`src/rtl/slm_cmd_sequencer.sv`:
```
// Host command sequencer for the SLM board.
// Decodes UART frames ('r' reset, 'w' addr data write, 'q' addr read) and
// launches one SPI transaction per frame. The outcome goes back to the host
// as one reply byte. Frame gaps and SPI waits are guarded by a timeout counter.
module slm_cmd_sequencer #(
  parameter int TIMEOUT_CLKS = 5000000,
  parameter int CNT_W        = 23
) (
  input  logic       i_clock,
  input  logic       i_reset,
  input  logic       i_rx_dv,
  input  logic [7:0] i_rx_byte,
  input  logic       i_spi_done,
  input  logic [7:0] i_spi_rx_byte,
  input  logic       i_tx_active,
  output logic       o_spi_start,
  output logic [7:0] o_spi_addr,
  output logic [7:0] o_spi_data,
  output logic       o_tx_dv,
  output logic [7:0] o_tx_byte,
  output logic       o_reset_cmd,
  output logic       o_err,
  output logic       o_busy
);

  localparam logic [2:0] S_IDLE      = 3'd0;
  localparam logic [2:0] S_GET_ADDR  = 3'd1;
  localparam logic [2:0] S_GET_DATA  = 3'd2;
  localparam logic [2:0] S_SPI_START = 3'd3;
  localparam logic [2:0] S_SPI_WAIT  = 3'd4;
  localparam logic [2:0] S_TX_REPLY  = 3'd5;

  localparam logic [7:0] CMD_RESET = 8'h72;
  localparam logic [7:0] CMD_WRITE = 8'h77;
  localparam logic [7:0] CMD_READ  = 8'h71;
  localparam logic [7:0] RPL_BAD   = 8'h3F;
  localparam logic [7:0] RPL_ACK   = 8'h6B;

  localparam logic [CNT_W-1:0] TO_LAST = CNT_W'(TIMEOUT_CLKS - 1);

  logic [2:0]       state;
  logic [2:0]       state_nxt;
  logic [CNT_W-1:0] to_cnt;
  logic             op_rd;
  logic             timed;
  logic             timeout;
  logic             err_nxt;
  logic             is_cmd;

  assign timed   = (state == S_GET_ADDR) || (state == S_GET_DATA) || (state == S_SPI_WAIT);
  assign timeout = (to_cnt == TO_LAST);
  assign is_cmd  = (i_rx_byte == CMD_RESET) || (i_rx_byte == CMD_WRITE) ||
                   (i_rx_byte == CMD_READ);

  // Next-state and error decision; a received byte always beats a timeout.
  always_comb begin
    state_nxt = state;
    err_nxt   = 1'b0;
    case (state)
      S_IDLE: begin
        if (i_rx_dv) begin
          if ((i_rx_byte == CMD_WRITE) || (i_rx_byte == CMD_READ)) begin
            state_nxt = S_GET_ADDR;
          end else if (!is_cmd) begin
            state_nxt = S_TX_REPLY;
            err_nxt   = 1'b1;
          end
        end
      end
      S_GET_ADDR: begin
        if (i_rx_dv) begin
          state_nxt = op_rd ? S_SPI_START : S_GET_DATA;
        end else if (timeout) begin
          state_nxt = S_IDLE;
          err_nxt   = 1'b1;
        end
      end
      S_GET_DATA: begin
        if (i_rx_dv) begin
          state_nxt = S_SPI_START;
        end else if (timeout) begin
          state_nxt = S_IDLE;
          err_nxt   = 1'b1;
        end
      end
      S_SPI_START: begin
        state_nxt = S_SPI_WAIT;
        err_nxt   = i_rx_dv;
      end
      S_SPI_WAIT: begin
        err_nxt = i_rx_dv;
        if (i_spi_done) begin
          state_nxt = S_TX_REPLY;
        end else if (timeout) begin
          state_nxt = S_IDLE;
          err_nxt   = 1'b1;
        end
      end
      S_TX_REPLY: begin
        err_nxt = i_rx_dv;
        if (!i_tx_active) begin
          state_nxt = S_IDLE;
        end
      end
      default: state_nxt = S_IDLE;
    endcase
  end

  // State, timeout counter, latched frame fields and registered strobes.
  always_ff @(posedge i_clock) begin
    if (i_reset) begin
      state       <= S_IDLE;
      to_cnt      <= '0;
      op_rd       <= 1'b0;
      o_spi_start <= 1'b0;
      o_spi_addr  <= 8'h00;
      o_spi_data  <= 8'h00;
      o_tx_dv     <= 1'b0;
      o_tx_byte   <= 8'h00;
      o_reset_cmd <= 1'b0;
      o_err       <= 1'b0;
      o_busy      <= 1'b0;
    end else begin
      state       <= state_nxt;
      o_busy      <= (state_nxt != S_IDLE);
      o_err       <= err_nxt;
      o_spi_start <= (state == S_SPI_START);
      o_tx_dv     <= (state == S_TX_REPLY) && !i_tx_active;
      o_reset_cmd <= (state == S_IDLE) && i_rx_dv && (i_rx_byte == CMD_RESET);
      // Counter restarts on any state change; accepted bytes always change state.
      if ((state_nxt != state) || !timed) begin
        to_cnt <= '0;
      end else begin
        to_cnt <= to_cnt + 1'b1;
      end
      case (state)
        S_IDLE: begin
          if (i_rx_dv) begin
            op_rd <= (i_rx_byte == CMD_READ);
            if (!is_cmd) begin
              o_tx_byte <= RPL_BAD;
            end
          end
        end
        S_GET_ADDR: begin
          if (i_rx_dv) begin
            o_spi_addr <= {op_rd, i_rx_byte[6:0]};
            if (op_rd) begin
              o_spi_data <= 8'h00;
            end
          end
        end
        S_GET_DATA: begin
          if (i_rx_dv) begin
            o_spi_data <= i_rx_byte;
          end
        end
        S_SPI_WAIT: begin
          if (i_spi_done) begin
            o_tx_byte <= op_rd ? i_spi_rx_byte : RPL_ACK;
          end
        end
        default: begin
        end
      endcase
    end
  end

endmodule

```
`config.mk`:
```
export PLATFORM = sky130hd
export DESIGN_NAME = slm_cmd_sequencer
export DESIGN_NICKNAME = d
export VERILOG_FILES = /design/src/rtl/slm_cmd_sequencer.sv
export SDC_FILE = /design/constraint.sdc
export NUM_CORES = 1
export LEC_CHECK = 0
export BUFFER_PORTS_ARGS = -buffer_cell sky130_fd_sc_hd__clkbuf_2
export CAP_MARGIN = 40
export CELL_PAD_IN_SITES_DETAIL_PLACEMENT = 1
export CELL_PAD_IN_SITES_GLOBAL_PLACEMENT = 2
export CORE_ASPECT_RATIO = 1.2
export CORE_MARGIN = 8
export CORE_UTILIZATION = 35
export CTS_BUF_LIST = sky130_fd_sc_hd__clkbuf_8 sky130_fd_sc_hd__clkbuf_16
export CTS_CLUSTER_SIZE = 25
export DETAILED_ROUTE_END_ITERATION = 7
export GPL_TIMING_DRIVEN = 0
export HOLD_SLACK_MARGIN = 0.15
export PLACE_DENSITY_LB_ADDON = 0.1
export SYNTH_ARGS = -nofsm -noshare
export SYNTH_HDL_FRONTEND = slang
export SYNTH_SLANG_ARGS = --single-unit
```
`constraint.sdc`:
```
create_clock -name i_clock -period 6.4 [get_ports i_clock]
set_input_delay 0.96 -clock i_clock [delete_from_list [all_inputs] [get_ports i_clock]]
set_output_delay 0.96 -clock i_clock [all_outputs]
set_load 0.01 [all_outputs]
```
==> results of run 1 <==
-- cell usage in the layout (no fill, tap or decap), types with 2 or more instances in the layout --
cell type / Yosys / routed
sky130_fd_sc_hd__clkbuf_2: 0 / 49
sky130_fd_sc_hd__nor4b_1: 2 / 2
sky130_fd_sc_hd__nor2_2: 2 / 2
sky130_fd_sc_hd__nand3_1: 11 / 11
sky130_fd_sc_hd__and4_1: 3 / 3
sky130_fd_sc_hd__a21o_1: 3 / 3
sky130_fd_sc_hd__nand3b_1: 2 / 2
sky130_fd_sc_hd__a211oi_1: 5 / 5
sky130_fd_sc_hd__a21oi_1: 6 / 6
sky130_fd_sc_hd__a31oi_1: 8 / 8
sky130_fd_sc_hd__xor2_1: 10 / 10
sky130_fd_sc_hd__dfxtp_1: 56 / 56
sky130_fd_sc_hd__clkbuf_8: 0 / 5
sky130_fd_sc_hd__nand2b_1: 7 / 7
sky130_fd_sc_hd__clkbuf_1: 6 / 6
sky130_fd_sc_hd__nor3b_1: 2 / 2
sky130_fd_sc_hd__o21ai_0: 4 / 4
sky130_fd_sc_hd__a211o_1: 2 / 2
sky130_fd_sc_hd__and2_1: 2 / 2
sky130_fd_sc_hd__o211ai_1: 2 / 2
sky130_fd_sc_hd__buf_1: 2 / 2
sky130_fd_sc_hd__nand4_1: 10 / 10
sky130_fd_sc_hd__nor3_1: 7 / 7
sky130_fd_sc_hd__inv_1: 5 / 5
sky130_fd_sc_hd__nor2_1: 69 / 69
sky130_fd_sc_hd__nand2_1: 18 / 18
sky130_fd_sc_hd__mux2i_1: 9 / 9
sky130_fd_sc_hd__xnor2_1: 13 / 13
sky130_fd_sc_hd__buf_2: 3 / 4
sky130_fd_sc_hd__nor2b_1: 10 / 10
sky130_fd_sc_hd__a311oi_1: 2 / 2
sky130_fd_sc_hd__nor4_1: 2 / 2
-- metal layers --
metal | global-route usage, % | vias to the layer above | routed length [um]
met3 | 3.25 | 6 | 357
met4 | 3.52 | 0 | 68
met2 | 25.1 | 35 | 3520
li1 | - | 1169 | -
met1 | 16.7 | 1102 | 3070
met5 | 0 | - | 0
-- cells by family (layout without fill, tap and decap cells) --
| family | after synthesis | after routing |
|---|---|---|
| AO/OA/AOI/OAI | 42 | 42 |
| buffers and inverters | 17 | 75 |
| flip-flops | 56 | 56 |
| XOR/XNOR | 23 | 23 |
| multiplexers | 9 | 9 |
| AND/OR/NAND/NOR | 155 | 155 |
| adder cells (fa/ha/maj) | 1 | 1 |
-- final timing paths --
kind / from / to / cells past startpoint
max: i_rx_dv / to_cnt[14]$_SDFF_PP0_ / 9
min: to_cnt[0]$_SDFF_PP0_ / to_cnt[0]$_SDFF_PP0_ / 1
max reg2reg: to_cnt[0]$_SDFF_PP0_ / to_cnt[12]$_SDFF_PP0_ / 8
min reg2reg: to_cnt[0]$_SDFF_PP0_ / to_cnt[0]$_SDFF_PP0_ / 1
-- state kept, by name, summed over array words and instances (netlist names) --
register and cells:
state 3, o_busy 1, o_spi_data 8, o_spi_addr 8, o_spi_start 1, o_tx_dv 1
to_cnt 23, o_reset_cmd 1, o_tx_byte 8, op_rd 1, o_err 1
-- cells in the mapped netlist (6+ instances only) --
| library cell | count |
|---|---|
| sky130_fd_sc_hd__nand3_1 | 11 |
| sky130_fd_sc_hd__a21oi_1 | 6 |
| sky130_fd_sc_hd__a31oi_1 | 8 |
| sky130_fd_sc_hd__xor2_1 | 10 |
| sky130_fd_sc_hd__nand2_1 | 18 |
| sky130_fd_sc_hd__nand2b_1 | 7 |
| sky130_fd_sc_hd__clkbuf_1 | 6 |
| sky130_fd_sc_hd__mux2i_1 | 9 |
| sky130_fd_sc_hd__xnor2_1 | 13 |
| sky130_fd_sc_hd__nor2_1 | 69 |
| sky130_fd_sc_hd__nor2b_1 | 10 |
| sky130_fd_sc_hd__dfxtp_1 | 56 |
| sky130_fd_sc_hd__nand4_1 | 10 |
| sky130_fd_sc_hd__nor3_1 | 7 |
-- area by class of cell --
cell class,instances,area (um^2)
buffer,12,56.3
clock buffer,5,68.8
clock inverter,2,12.5
fill,908,4160
inverter,5,18.8
multi-input combinational,230,1390
sequential,56,1120
tap,90,113
timing repair buffer,51,258
-- stage by stage --
stage / area, um^2 / worst slack, ps / hold WS (ps) / power, uW / util (%)
after global placement: 2940 / 3570 / 440 / 530 / 40.9
after global routing: 3030 / 3580 / 508 / 754 / 42.2
after detailed placement: 2950 / 3540 / 455 / 533 / 41.1
after CTS: 3030 / 3870 / 479 / 722 / 42.2
final: 3030 / 3880 / 471 / 712 / 42.2
after floorplan: 2580 / 3960 / 426 / 479 / -
-- critical path: stages --
cell and delay (ps):
sky130_fd_sc_hd__clkbuf_2 170, sky130_fd_sc_hd__or4b_1 440, sky130_fd_sc_hd__buf_2 190, sky130_fd_sc_hd__a211o_1 240, sky130_fd_sc_hd__o211a_1 120, sky130_fd_sc_hd__o211ai_2 170, sky130_fd_sc_hd__nand4_2 160, sky130_fd_sc_hd__buf_6 210
sky130_fd_sc_hd__nor2_1 100
-- report_power, final --
| part | switching (uW) | internal [uW] |
|---|---|---|
| logic | 89.8 | 55.9 |
| registers | 10.5 | 366 |
| clock network | 114 | 74.5 |
| total | 215 | 497 |
==> flow_metrics.py, run 1 <==
metrics = {
    "clock_network": {
        "cts.repair.resized": 0,
        "cts_hold_buf": 0,
        "cts-htree-levels": 2,
        "tritoncts": "built",
        "max-clock-path-buffers": 2,
        "clock_insertion_delay_at_the_later_pin_of_the_skew_report_ps": 310,
        "cts_setup_buffers": 0,
        "clk_transition_reported_paths_ps": 100,
        "clkSinkCount": 56,
        "cts_made_buffers": 5,
        "cts-root-buf": "sky130_fd_sc_hd__clkbuf_8",
    },
    "grt": {
        "antenna_found_initial": 0,
        "groute.usage.overall_pct": 14.1,
        "gr-total-overflow": 0,
        "grt_max_degree": 17,
        "first_pass_grt_wire_length_um": 11800,
        "grt_pass1_vias": 2392,
    },
    "timing": {
        "finalHoldViolations": 0,
        "fin_skew_ps": 5.08,
        "finalCritPeriodShare_pct": 39.4,
        "setup-tns-final_ps": 0,
        "final_worst_path_period_need_ps": 2520,
        "timing.final.max_slew_violations": 0,
        "setup_violations": 0,
        "max-slew-margin-rel_pct": 57.4,
        "rsz0062_at_grt": "no",
        "max_slew.worst_pin.slew_ps": 638,
        "max_clock_freq_ghz": 0.397,
    },
    "yosys": {
        "synth-seq-area-share_pct": 43.4,
        "adder_cell_share_of_the_synthesized_area_pct": 0.485,
        "yosys.area_share.xor_xnor_pct": 7.80,
        "synthesis.area_um2": 2580,
        "synth.area.mux_share_pct": 3.49,
        "syn_inst": 303,
        "ys_async_sr_fraction_pct": 0,
        "synth_warnings": 0,
        "synth_seq_cells": 56,
        "synth.largest_area_cell": "sky130_fd_sc_hd__dfxtp_1",
        "synth_compound_area_share_pct": 11.9,
        "synth_top_area_share_pct": 43.4,
        "synth_top_family_by_area": "simple AND/OR/NAND/NOR gates",
        "synth-edff-count": 0,
        "avgSynthCellArea_um2": 8.52,
        "synth_simple_gate_area_share_pct": 30.0,
        "ys_dominant_reg_cell": "sky130_fd_sc_hd__dfxtp_1",
        "synth.net_count": 325,
        "synth_cell_type_count": 50,
        "ys_top_cells_by_area": "sky130_fd_sc_hd__dfxtp_1 (43%), sky130_fd_sc_hd__nor2_1 (10%), sky130_fd_sc_hd__xnor2_1 (4.4%)",
    },
    "routing": {
        "first_pass_iters": 3,
        "average_wire_per_standard_cell_um": 15.5,
        "post_detailed_route_drc_marker_count": 0,
        "dr.first_iter.drc_count": 81,
        "detail_route.vias_per_cell": 5.13,
        "finalWirelength_um": 7010,
        "postRouteAntennaNets": 0,
        "routed-via-count": 2312,
    },
    "power": {
        "power_density_nw_per_um2": 235,
        "vdd.ir_drop.worst_mv": 0.0918,
        "cellLeakagePower_uw": 0.00110,
    },
    "setup_path": {
        "cp_data_required_time_ps": 6650,
        "worst_ep_arrival_time_ps": 2770,
        "worst-setup-path-type": "input port to flip-flop",
        "timing.critical_path.fanout_max": 10,
        "timing.critical_path.from_type": "input port",
        "end_kind": "flip-flop",
        "r2r_setup_slack_ps": 3980,
    },
    "floorplan": {
        "std_cell_rows": 34,
        "start_util_pct": 35.9,
        "dieArea_um2": 10400,
        "die_width_um": 94.4,
        "die_height_um": 110,
        "ios": 50,
        "placeableCoreArea_um2": 7190,
    },
    "placement": {
        "dp_cells": 444,
        "place.detailed.hpwl_um": 5350,
        "final_weighted_congestion_in_routability_driven_placement": 0.802,
        "port-buffer-count": 49,
    },
    "cells_and_area": {
        "number_of_antenna_diodes": 0,
        "layout-area-overhead-vs-synth_pct": 17.5,
        "drive_above_1_share_pct": 19.7,
        "nNetsFinal": 383,
        "fin_cells": 451,
    },
    "run_status": {
        "status": "finished, final reports clean",
    },
    "flow_run": {
        "maxCapViolCount": 0,
    },
    "hold_path": {
        "holdCritPathClass": "flip-flop to flip-flop",
    },
}
Note: power is estimated with default switching activity, not from simulation.
==> inputs of run 2 (changes only) <==
--- a/config.mk
+++ b/config.mk
@@ -11,7 +11,7 @@
 export CELL_PAD_IN_SITES_GLOBAL_PLACEMENT = 2
 export CORE_ASPECT_RATIO = 1.2
 export CORE_MARGIN = 8
-export CORE_UTILIZATION = 35
+export CORE_UTILIZATION = 29
 export CTS_BUF_LIST = sky130_fd_sc_hd__clkbuf_8 sky130_fd_sc_hd__clkbuf_16
 export CTS_CLUSTER_SIZE = 25
 export DETAILED_ROUTE_END_ITERATION = 7
==> constraint.sdc (replaced) <==
create_clock -name i_clock -period 2.3 [get_ports i_clock]
set_input_delay 0.345 -clock i_clock [delete_from_list [all_inputs] [get_ports i_clock]]
set_output_delay 0.345 -clock i_clock [all_outputs]
set_load 0.01 [all_outputs]
==> run 2 against run 1 <==
Net effect: critical path type is now flip-flop to flip-flop; via count barely moved; wire length grew 5.0%; core utilization shrank 5.5 points; highest routed layer unchanged; power grew to 3.1 times the previous value; first-iteration DRC count is 25% lower; die area up 17%; combinational power grew to 2.8 times the previous value; sequential cell count did not move; final cell count grew 6.2%.
==> flow_metrics.py, run 2 (synthesis gave the netlist of run 1 again) <==
metrics = {
    "placement": {
        "placedInstanceArea_um2": 2980,
        "port-buffer-count": 49,
        "detailedPlace.worstSlack_ps": -160,
        "dp_cells": 470,
        "final_weighted_congestion_in_routability_driven_placement": 0.747,
        "place.detailed.hpwl_um": 5590,
    },
    "setup_path": {
        "worstRegToRegCells": 6,
        "end_kind": "flip-flop",
        "cp_data_required_time_ps": 2510,
        "timing.rr.start": "to_cnt[1]$_SDFF_PP0_",
        "timing.critical_path.from_type": "flip-flop",
        "timing.rr.end": "o_busy$_SDFF_PP0_",
        "timing.critical_path.fanout_max": 5,
        "worst-setup-path-type": "flip-flop to flip-flop",
        "worst_ep_arrival_time_ps": 2420,
        "r2r_setup_slack_ps": 90,
    },
    "timing": {
        "rsz0062_at_grt": "no",
        "finalCritPeriodShare_pct": 96.1,
        "finalHoldViolations": 0,
        "max_slew.worst_pin.slew_ps": 549,
        "final_worst_path_period_need_ps": 2210,
        "setup_violations": 0,
        "fin_skew_ps": 5.16,
        "max_clock_freq_ghz": 0.452,
        "timing.final.max_slew_violations": 0,
        "finalWorstSetupSlack_ps": 89.6,
        "max-slew-margin-rel_pct": 63.4,
    },
    "grt": {
        "grt.busiest_layer": "met2",
        "first_pass_grt_wire_length_um": 12300,
        "groute.usage.overall_pct": 12.5,
        "gr-total-overflow": 0,
        "global_route.usage.met2_pct": 21.8,
        "antenna_found_initial": 0,
        "use_met3_pct": 2.56,
        "grt_max_degree": 17,
        "grt_pass1_vias": 2385,
        "globalRouteMet1Util_pct": 14.8,
    },
    "floorplan": {
        "die_width_um": 102,
        "placeableCoreArea_um2": 8610,
        "die_height_um": 119,
        "ios": 50,
        "start_util_pct": 30.0,
        "std_cell_rows": 37,
        "dieArea_um2": 12200,
    },
    "clock_network": {
        "clock_insertion_delay_at_the_later_pin_of_the_skew_report_ps": 300,
        "tritoncts": "built",
        "cts_hold_buf": 0,
        "cts_made_buffers": 5,
        "cts-htree-levels": 2,
        "cts-root-buf": "sky130_fd_sc_hd__clkbuf_8",
        "clkSinkCount": 56,
        "max-clock-path-buffers": 2,
        "clk_transition_reported_paths_ps": 100,
    },
    "routing": {
        "routed-via-count": 2311,
        "postRouteAntennaNets": 0,
        "detail_route.vias_per_cell": 4.82,
        "post_detailed_route_drc_marker_count": 0,
        "finalWirelength_um": 7360,
        "dr.first_iter.drc_count": 61,
        "average_wire_per_standard_cell_um": 15.4,
        "first_pass_iters": 4,
    },
    "flow_run": {
        "maxCapViolCount": 0,
    },
    "hold_path": {
        "holdCritPathClass": "input port to flip-flop",
        "worstHoldEndpoint": "o_tx_dv$_SDFF_PP0_",
        "hold_crit_start": "i_tx_active",
        "cell_count_of_the_worst_hold_path": 2,
    },
    "power": {
        "vdd.ir_drop.worst_mv": 0.294,
        "power_density_nw_per_um2": 703,
        "cellLeakagePower_uw": 0.00113,
    },
    "cells_and_area": {
        "fin_cells": 479,
        "mostFrequentLayoutCells": "sky130_fd_sc_hd__nor2_1 (67), sky130_fd_sc_hd__dfxtp_1 (55), sky130_fd_sc_hd__clkbuf_2 (49)",
        "layout-area-overhead-vs-synth_pct": 22.4,
        "nNetsFinal": 384,
        "drive_above_1_share_pct": 21.5,
        "number_of_antenna_diodes": 0,
        "post_route_cell_area_um2": 3160,
        "largest-register": "to_cnt",
        "largest_reg_flops": 23,
        "final_common_cell": "sky130_fd_sc_hd__nor2_1",
    },
    "run_status": {
        "status": "finished, final reports clean",
    },
}
run 2: power breakdown:
part | internal [uW] | switching, uW | total [uW]
Combinational | 161 | 255 | 416
Sequential | 1020 | 31.1 | 1050
Clock | 429 | 326 | 756
Total | 1610 | 612 | 2220
run 2: worst max-delay path: stages, from the launching register on:
cell                      delay (ps)
sky130_fd_sc_hd__dfxtp_1         390
sky130_fd_sc_hd__ha_4            170
sky130_fd_sc_hd__nand2_1          70
sky130_fd_sc_hd__or4_4           590
sky130_fd_sc_hd__or3_4           400
sky130_fd_sc_hd__a211o_1         300
sky130_fd_sc_hd__a21o_1          180
run 2: worst max path at each step:
stage,start,endpoint
after floorplan,to_cnt[0]$_SDFF_PP0_,o_busy$_SDFF_PP0_
after detailed placement,to_cnt[0]$_SDFF_PP0_,to_cnt[21]$_SDFF_PP0_
after global placement,to_cnt[0]$_SDFF_PP0_,to_cnt[12]$_SDFF_PP0_
final,to_cnt[1]$_SDFF_PP0_,o_busy$_SDFF_PP0_
after global routing,to_cnt[1]$_SDFF_PP0_,o_busy$_SDFF_PP0_
after CTS,to_cnt[0]$_SDFF_PP0_,o_busy$_SDFF_PP0_
run 2: repair_timing:
item	in CTS	in global routing
pin swaps	0	1
cloned	0	0
setup buffers	0	2
resized for setup	4	7
endpoints found under the setup margin	23	35
run 2: per-layer routing:
layer  wire [um]  up-vias
met5           0        -
met4          61        0
met3         306        4
met2        3720       32
met1        3270     1102
li1            -     1173
run 2: layout make-up:
type | count | area, um^2
clock buffers | 5 | 68.8
clock inverters | 2 | 60.1
plain buffers | 12 | 58.8
flip-flops and latches | 56 | 1120
inverters | 5 | 18.8
repair buffers | 52 | 265
multi-input cells | 230 | 1420
fillers | 1066 | 5450
well taps | 117 | 146
run 2: through the flow:
stage / util (%) / TNS, ps / power (uW) / hold WS, ps
final: 36.7 / 0 / 2220 / 255
after global routing: 36.7 / 0 / 2360 / 253
after CTS: 36.2 / 0 / 2260 / 236
after detailed placement: 34.6 / -2390 / 1480 / 446
after global placement: 34.5 / -1640 / 1480 / 441
after floorplan: - / 0 / 1330 / 424
==> inputs of run 3 (changes only) <==
--- a/config.mk
+++ b/config.mk
@@ -7,11 +7,11 @@
 export LEC_CHECK = 0
 export BUFFER_PORTS_ARGS = -buffer_cell sky130_fd_sc_hd__clkbuf_2
 export CAP_MARGIN = 40
-export CELL_PAD_IN_SITES_DETAIL_PLACEMENT = 1
-export CELL_PAD_IN_SITES_GLOBAL_PLACEMENT = 2
+export CELL_PAD_IN_SITES_DETAIL_PLACEMENT = 0
+export CELL_PAD_IN_SITES_GLOBAL_PLACEMENT = 1
 export CORE_ASPECT_RATIO = 1.2
 export CORE_MARGIN = 8
-export CORE_UTILIZATION = 29
+export CORE_UTILIZATION = 37
 export CTS_BUF_LIST = sky130_fd_sc_hd__clkbuf_8 sky130_fd_sc_hd__clkbuf_16
 export CTS_CLUSTER_SIZE = 25
 export DETAILED_ROUTE_END_ITERATION = 7
==> run 3 against run 2 <==
Net effect: sequential cell count is the same; clock power shrank 11%; sequential power is essentially flat; core utilization grew 9.0 points; highest routed layer unchanged; count of clock-buffer cells in the layout grew 1; final cell count shrank 5.8%; final area shrank 1.4%; worst setup slack gained 1.8 ps; via count shrank 2.6%; global-route usage grew 0.80 points; sequential share of layout area grew 0.51 points; critical endpoint unchanged.
==> flow_metrics.py, run 3 (synthesis gave the netlist of run 1 again) <==
metrics = {
    "run_status": {
        "status": "finished, final reports clean",
    },
    "setup_path": {
        "worst_ep_arrival_time_ps": 2420,
        "worst-setup-path-type": "flip-flop to flip-flop",
        "worst-path-stages": 6,
        "end_kind": "flip-flop",
        "path_cells": "ha_4 -> nand2_1 -> or4_4 -> or3_4 -> a211o_1 -> a21o_1",
        "setup.worst_path.start": "to_cnt[1]$_SDFF_PP0_",
        "endpoint": "o_busy$_SDFF_PP0_",
        "critical-path-top-delay-family": "simple AND/OR/NAND/NOR gates",
        "critPathBufInv": 0,
        "timing.rr.start": "to_cnt[1]$_SDFF_PP0_",
        "max_stage_delay_ps": 590,
        "crit_path_top_delay_cell": "sky130_fd_sc_hd__or4_4",
        "cp_data_required_time_ps": 2510,
        "worstRegToRegCells": 6,
        "timing.critical_path.fanout_max": 5,
        "timing.rr.end": "o_busy$_SDFF_PP0_",
        "r2r_setup_slack_ps": 90,
        "timing.critical_path.from_type": "flip-flop",
    },
    "power": {
        "cell_internal_pwr_uw": 1540,
        "power.sequential.fraction_pct": 49.3,
        "pwr-share-clk_pct": 31.6,
        "design_power_total_uw": 2130,
        "cellLeakagePower_uw": 0.00114,
        "total_switching_power_uw": 593,
        "power_density_nw_per_um2": 684,
        "p_sw_share_pct": 27.9,
        "power_frac_comb_pct": 19.0,
        "vdd.ir_drop.worst_mv": 0.273,
    },
    "cells_and_area": {
        "postLayoutCoreUtil_pct": 45.7,
        "drive_above_1_share_pct": 21.7,
        "post_route_cell_area_um2": 3120,
        "multi_input_area_um2": 1410,
        "number_of_antenna_diodes": 0,
        "nNetsFinal": 385,
        "largest-register": "to_cnt",
        "final_common_cell": "sky130_fd_sc_hd__nor2_1",
        "largest_reg_flops": 23,
        "mostFrequentLayoutCells": "sky130_fd_sc_hd__nor2_1 (68), sky130_fd_sc_hd__dfxtp_1 (55), sky130_fd_sc_hd__clkbuf_2 (50)",
        "fin_cells": 451,
        "layout-area-overhead-vs-synth_pct": 20.7,
        "final.fill_count": 714,
        "flip_flop_and_latch_area_um2": 1120,
    },
    "placement": {
        "port-buffer-count": 49,
        "final_weighted_congestion_in_routability_driven_placement": 0.786,
        "placedInstanceArea_um2": 2940,
        "dp_cells": 440,
        "place.detailed.hpwl_um": 4820,
    },
    "floorplan": {
        "placeableCoreArea_um2": 6810,
        "die_width_um": 92.2,
        "die_height_um": 107,
        "dieArea_um2": 9920,
        "std_cell_rows": 33,
        "start_util_pct": 37.9,
        "ios": 50,
    },
    "clock_network": {
        "max-clock-path-buffers": 2,
        "cts_hold_buf": 0,
        "cts-htree-levels": 2,
        "cts_made_buffers": 5,
        "clock_insertion_delay_at_the_later_pin_of_the_skew_report_ps": 300,
        "cts-root-buf": "sky130_fd_sc_hd__clkbuf_8",
        "clk_transition_reported_paths_ps": 100,
        "tritoncts": "built",
        "clkSinkCount": 56,
    },
    "grt": {
        "antenna_found_initial": 0,
        "grt_pass1_vias": 2160,
        "groute.usage.overall_pct": 13.3,
        "grt_max_degree": 18,
        "gr-total-overflow": 0,
        "first_pass_grt_wire_length_um": 10800,
    },
    "hold_path": {
        "cell_count_of_the_worst_hold_path": 2,
        "holdCritPathClass": "input port to flip-flop",
    },
    "routing": {
        "routed-via-count": 2252,
        "post_detailed_route_drc_marker_count": 0,
        "detail_route.vias_per_cell": 4.99,
        "postRouteAntennaNets": 0,
        "dr.first_iter.drc_count": 132,
        "average_wire_per_standard_cell_um": 14.4,
        "finalWirelength_um": 6480,
        "first_pass_iters": 4,
    },
    "timing": {
        "max_clock_freq_ghz": 0.453,
        "max_slew.worst_pin.slew_ps": 556,
        "rsz0062_at_grt": "no",
        "max-slew-margin-rel_pct": 62.8,
        "finalHoldViolations": 0,
        "final_worst_path_period_need_ps": 2210,
        "setup-tns-final_ps": 0,
        "finalCritPeriodShare_pct": 96.0,
        "timing.final.max_slew_violations": 0,
        "setup_violations": 0,
        "fin_skew_ps": 9.78,
    },
    "flow_run": {
        "maxCapViolCount": 0,
    },
}
==> run 3: cell types whose count changed in the layout (fill, tap and decap cells not counted), sizes merged <==
| cell | before | now |
|---|---|---|
| clkbuf | 60 | 62 |
| bufinv | 2 | 1 |
| clkinv | 0 | 1 |
==> run 3: layer usage <==
metal,up-vias,global-route usage [%],share of wire (%)
met1,1033,15.3,44
li1,1175,-,-
met2,40,23.3,51
met5,-,0,0
met3,4,3.70,4.9
met4,0,3.81,0.71
==> run 3: worst min path at each step <==
stage	from	end	slack [ps]
CTS	i_tx_active	o_tx_dv$_SDFF_PP0_	230
floorplan	i_tx_active	o_tx_dv$_SDFF_PP0_	420
finish	i_tx_active	o_tx_dv$_SDFF_PP0_	240
global route	i_tx_active	o_tx_dv$_SDFF_PP0_	210
detailed placement	to_cnt[0]$_SDFF_PP0_	to_cnt[0]$_SDFF_PP0_	450
global placement	to_cnt[0]$_SDFF_PP0_	to_cnt[0]$_SDFF_PP0_	440
==> run 3: worst reg2reg max path, stage by stage, from the launching register on <==
cell,delay (ps)
sky130_fd_sc_hd__dfxtp_1,400
sky130_fd_sc_hd__ha_4,180
sky130_fd_sc_hd__nand2_1,70
sky130_fd_sc_hd__or4_4,590
sky130_fd_sc_hd__or3_4,400
sky130_fd_sc_hd__a211o_1,300
sky130_fd_sc_hd__a21o_1,170
==> run 3: power groups by stage <==
stage	registers, uW	logic (uW)	clock network [uW]
6_report	1050	406	673
5_1_grt	1060	452	743
4_1_cts	1050	404	706
3_5_place_dp	1070	398	0
3_3_place_gp	1070	398	0
2_1_floorplan	1090	245	0
==> run 3: final cells by class <==
type | instances | share of cell area (%)
plain buffers | 12 | 1.93
inverters | 5 | 0.602
clock buffers | 6 | 2.65
multi-input cells | 230 | 45.3
well taps | 87 | 3.49
clock inverters | 2 | 1.24
repair buffers | 53 | 8.76
flip-flops and latches | 56 | 36.0
==> run 3: metrics by stage <==
stage,hold WS [ps],setup WS (ps)
CTS,226,16.9
detailed placement,450,-89.6
floorplan,424,170
finish,240,91.4
global route,215,11.8
global placement,441,-69.3
==> run 3: repair_timing <==
item,in CTS,in global routing
buffers inserted,0,3
setup endpoints to repair,20,28
gates resized for setup,4,6
pin swaps,0,2
